`src/rtl/ign_sched.sv`:
```
// Angle-based ignition scheduler: on each tooth trigger, sweeps the cylinders one per
// clock through a single shared multiplier and arms a per-channel spark countdown.
module ign_sched #(
  parameter int NCYL         = 4,
  parameter int CYCLE_QUANTA = 15360,
  parameter int LEAD         = 20,
  parameter int COMP         = 6
) (
  input  logic                 clk,
  input  logic                 reset,
  input  logic                 trigger,
  input  logic [15:0]          eng_phase,
  input  logic [15:0]          next_tooth_width,
  input  logic [31:0]          tooth_period,
  input  logic [NCYL*16-1:0]   timing,
  input  logic [NCYL-1:0]      enable,
  output logic [NCYL-1:0]      spark,
  output logic [NCYL-1:0]      armed,
  output logic                 busy,
  output logic                 overrun
);

  localparam int IW = (NCYL > 1) ? $clog2(NCYL) : 1;

  typedef enum logic {IDLE, EVAL} state_t;

  state_t        state, state_nx;
  logic [IW-1:0] idx;
  logic [15:0]   phase_q;
  logic [15:0]   ntw_q;
  logic [31:0]   period_q;
  logic [31:0]   count [NCYL];

  logic [15:0]        tim_sel;
  logic signed [16:0] q_raw;
  logic [16:0]        q;
  logic               in_range;
  logic               in_window;
  logic [47:0]        prod;
  logic [31:0]        r_sat;
  logic [32:0]        dec;
  logic [31:0]        load;
  logic               arm_now;
  logic               last;

  assign last = (idx == IW'(NCYL - 1));
  assign busy = (state == EVAL);

  // Evaluation datapath for the cylinder selected by idx; the one multiplier is shared.
  assign tim_sel   = timing[16*idx +: 16];
  assign q_raw     = $signed({1'b0, tim_sel}) - $signed({1'b0, phase_q});
  assign q         = q_raw[16] ? (17'(q_raw) + 17'(CYCLE_QUANTA)) : 17'(q_raw);
  assign in_range  = (32'(tim_sel) < 32'(CYCLE_QUANTA));
  assign in_window = (q <= ({1'b0, ntw_q} + 17'(LEAD)));
  assign prod      = 48'(period_q) * 48'(q);
  assign r_sat     = (|prod[47:40]) ? 32'hFFFF_FFFF : prod[39:8];
  assign dec       = 33'(COMP) + 33'(idx);
  assign load      = ({1'b0, r_sat} > dec) ? (r_sat - dec[31:0]) : 32'd0;
  assign arm_now   = busy && enable[idx] && !armed[idx] && in_range &&
                     (q != 17'd0) && in_window;

  always_ff @(posedge clk) begin
    if (reset) state <= IDLE;
    else       state <= state_nx;
  end

  always_comb begin
    state_nx = state;
    case (state)
      IDLE:    if (trigger) state_nx = EVAL;
      EVAL:    if (last)    state_nx = IDLE;
      default: state_nx = IDLE;
    endcase
  end

  // Sweep bookkeeping; operands are frozen at the accepted trigger.
  always_ff @(posedge clk) begin
    if (reset) begin
      idx      <= '0;
      phase_q  <= '0;
      ntw_q    <= '0;
      period_q <= '0;
      overrun  <= 1'b0;
    end else begin
      overrun <= busy && trigger;
      if (state == IDLE && trigger) begin
        idx      <= '0;
        phase_q  <= eng_phase;
        ntw_q    <= next_tooth_width;
        period_q <= tooth_period;
      end else if (busy) begin
        idx <= last ? '0 : idx + 1'b1;
      end
    end
  end

  // Channel countdowns: a disable aborts, otherwise zero fires the spark and disarms.
  always_ff @(posedge clk) begin
    if (reset) begin
      spark <= '0;
      armed <= '0;
      for (int c = 0; c < NCYL; c++) count[c] <= '0;
    end else begin
      for (int c = 0; c < NCYL; c++) begin
        spark[c] <= 1'b0;
        if (armed[c]) begin
          if (!enable[c]) begin
            armed[c] <= 1'b0;
          end else if (count[c] == 32'd0) begin
            spark[c] <= 1'b1;
            armed[c] <= 1'b0;
          end else begin
            count[c] <= count[c] - 32'd1;
          end
        end else if (arm_now && (idx == IW'(c))) begin
          count[c] <= load;
          armed[c] <= 1'b1;
        end
      end
    end
  end

endmodule

```
`config.mk`:
```
export PLATFORM = sky130hd
export DESIGN_NAME = ign_sched
export DESIGN_NICKNAME = d
export VERILOG_FILES = /design/src/rtl/ign_sched.sv
export SDC_FILE = /design/constraint.sdc
export NUM_CORES = 2
export LEC_CHECK = 0
export BUFFER_PORTS_ARGS = -buffer_cell sky130_fd_sc_hd__buf_2
export CORE_MARGIN = 2
export CORE_UTILIZATION = 30
export CTS_CLUSTER_DIAMETER = 200
export DETAILED_ROUTE_END_ITERATION = 12
export GPL_TIMING_DRIVEN = 0
export PLACE_DENSITY = 0.56
export SYNTH_ARGS = -nofsm -noshare
export SYNTH_HDL_FRONTEND = slang
export SYNTH_SLANG_ARGS = --single-unit
```
`constraint.sdc`:
```
create_clock -name clk -period 13.1 [get_ports clk]
set_input_delay 0.655 -clock clk [delete_from_list [all_inputs] [get_ports clk]]
set_output_delay 0.655 -clock clk [all_outputs]
set_load 0.03 [all_outputs]
```
==> results_dict.tcl <==
set metrics [dict create \
    cts_tree "yes" \
    gate_count_after_technology_mapping 3604 \
    clkLatencyLatePin_ns 0.60 \
    total_leakage_power_nw 15.43 \
    synthToLayoutAreaGrowth_pct 15.73 \
    hold_viol_final 0 \
    placer_congestion 0.9325 \
    mostFrequentLayoutCell "sky130_fd_sc_hd__inv_1" \
    first_global_vias 26744 \
    floorplan.io_pins 145 \
    remaining_drc_errors 0 \
    route.detailed.wl_per_inst_um 19.44 \
    wl_um 101600 \
    die_area_sq_mm 0.1060 \
    core_area_sq_mm 0.1022 \
    synth_enable_flop_cells 128 \
    floorplan.die.width_um 325.6 \
    worst_ep_arrival_time_ns 13.09 \
    max-vdd-ir-drop_mv 0.2470 \
    max_slew.worst_pin.slew_ns 1.354 \
    layout.cells.most_common_list "629 x sky130_fd_sc_hd__inv_1, 608 x sky130_fd_sc_hd__nand2_1, 445 x sky130_fd_sc_hd__fa_1" \
    core.rowCount 117 \
    synth.cell_area_sq_mm 0.03103 \
    ys.warnings.count 0 \
    hp_class "in2reg" \
    grt_first_pass_wirelength_um 157800 \
    synth_seq_cells 204 \
    htree_levels 1 \
    cp_slowest_cell "sky130_fd_sc_hd__nor2_1" \
    maxCapViolations 0 \
    timing_max_transition_violations_final 0 \
    grtUsageTotal 0.1913 \
    number_of_clock_buffers_inserted_by_tritoncts 25 \
    cp_slowest_stage_delay_ns 0.59 \
    place.detailed.instances 5122 \
    cts_root_buf "sky130_fd_sc_hd__clkbuf_16" \
    synth_ff_type "sky130_fd_sc_hd__edfxtp_1" \
    report.power.total_mw 9.200 \
    worst_ep_required_time_ns 13.40 \
    critPathKind "reg2reg" \
    synth_area_in_compound_gates 0.1073 \
    layout.cells.non_filler 5226 \
    outcome "complete, no violations" \
    antenna_found_initial 5 \
    avgSynthCellArea_sq_um 8.609 \
    ys_types 95 \
    timing.max_slew.rel_slack 0.09033 \
    startpoint_type "flip-flop" \
    synth_top_cells_by_area "sky130_fd_sc_hd__fa_1 29%, sky130_fd_sc_hd__edfxtp_1 12%, sky130_fd_sc_hd__inv_1 7.6%, sky130_fd_sc_hd__nand2_1 7.4%, sky130_fd_sc_hd__ha_1 6.7%" \
    final.hold.worst_slack_ns 0.2940 \
    drt-pass1-iter-count 7 \
    path_clk_slew_ns 0.06 \
    post_synth_fa_ha_maj_area_fraction 0.3560 \
    routed-via-count 26357 \
    synth.area.mux_share 0.01399 \
    critPathMaxFanout 10 \
    cts.sinks 204 \
    final_setup_vio_count 0 \
    cts_max_path_buffers 3 \
    via_per_inst 5.043 \
    yosys.area_share.xor_xnor 0.05335 \
    hpwlAfterDp_um 80950 \
    layout_cells_sized_above_1 0.1203 \
    largest_family_of_logic_cells_by_synthesized_area "adder cells" \
    period_needed_ns 12.79 \
    synth_top_cell_area_share 0.2890 \
    clock.fmax_mhz 78.17 \
    floorplan.initialDensity 0.3037 \
    antenna_cells 0 \
    clock_skew_ns 0.02593 \
    global_route.overflow_total 0 \
    synth-seq-area-share 0.1729 \
    critical_path.endpoint_type "flip-flop" \
    floorplan.die.height_um 325.6 \
    yosysTopAreaCell "sky130_fd_sc_hd__fa_1" \
    grt_max_degree 33 \
    period_share 0.9766 \
    power-per-cell-area_mw_per_mm2 256.2 \
    num-nets-final 4588 \
    drt_iter0_markers 1975 \
    async_flop_share 0 \
    place.port_buffers 144 \
    mappedNetlistNets 4353 \
    route.antenna.remaining_nets 0 \
    synth_area_in_simple_gates 0.1944 \
]
## stage by stage
step,util,TNS [ns],setup slack [ns],cell area (sq um)
after floorplan,-,0,0.5737,31030
after global placement,0.3275,-393.64,-3.651,33460
after detailed placement,0.3286,-408.57,-3.670,33580
after CTS,0.3449,0,0.01956,35240
after global routing,0.3514,-3.020,-0.07105,35910
final,0.3514,0,0.3072,35910
## synthesized netlist by cell type (all sizes together) (30+ instances only)
library cell  count
inv             632
nor2b            40
buf              30
edfxtp          128
nor4             36
nand2b           49
dfxtp            76
o21ai            69
ha              166
xnor2           132
a21oi           156
nand4            36
nor3             69
clkbuf          160
nor2            128
and2            143
fa              448
nand2           609
o22ai           115
xor2             57
## worst max-delay path, delay by kind of cell (launching register included)
family / cells / cell delay [ns]
adder cells (fa/ha/maj): 11 / 4.55
buffers and inverters: 12 / 1.20
XOR/XNOR: 2 / 0.30
AND/OR/NAND/NOR: 9 / 2.67
flip-flops: 1 / 0.38
multiplexers: 2 / 0.60
AO/OA/AOI/OAI: 11 / 2.78
## sequential cells by signal, indices dropped and copies added, names as in the netlist
signal / count
armed: 4
count: 128
idx: 2
ntw_q: 16
period_q: 32
busy: 1
spark: 4
overrun: 1
phase_q: 16
## per-layer routing
metal	part of all wire	vias to the layer above	GRT usage
met5	0	-	0
met4	0.028	0	0.04979
met3	0.081	146	0.03337
met2	0.44	929	0.2988
met1	0.45	13192	0.2726
li1	-	12090	-
## path summary, 6_finish.rpt
path	from	to	slack (ns)	depth (start not counted)
worst max-delay path	idx[0]	count[2][29]	0.31	47
worst min-delay path	eng_phase[13]	phase_q[13]	0.29	3
worst max register to register	idx[0]	count[2][29]	0.31	47
worst min register to register	phase_q[9]	phase_q[9]	0.45	2
## what timing repair did
action | 4_1_cts | 5_1_grt
endpoints found under the setup margin | 128 | 128
cloned | 0 | 3
pin swaps | 18 | 44
gates resized for setup | 148 | 98
hold buffers | 0 | 0
setup buffers | 24 | 38
## power breakdown
| group | internal [mW] | switching, mW |
|---|---|---|
| clock network | 0.413 | 0.311 |
| logic | 2.62 | 5.11 |
| registers | 0.711 | 0.0302 |
| total | 3.75 | 5.45 |
## logic make-up after synthesis
kind of cell    count (synthesis)
compound gates                512
xor+xnor                      189
fa+ha+maj                     614
buf+inv                       822
flops                         204
mux                            23
simple gates                 1240
## layout make-up
cell class                 instances  area, sq um
tap                             1368         1712
timing repair buffer             215         1379
sequential                       204         5373
multi-input combinational       2578        23220
clock buffer                      34        690.7
fill                           10773        66270
inverter                         632         2376
buffer                           183         1025
clock inverter                    12        135.1
No activity file was read; power rests on OpenSTA's default activity.
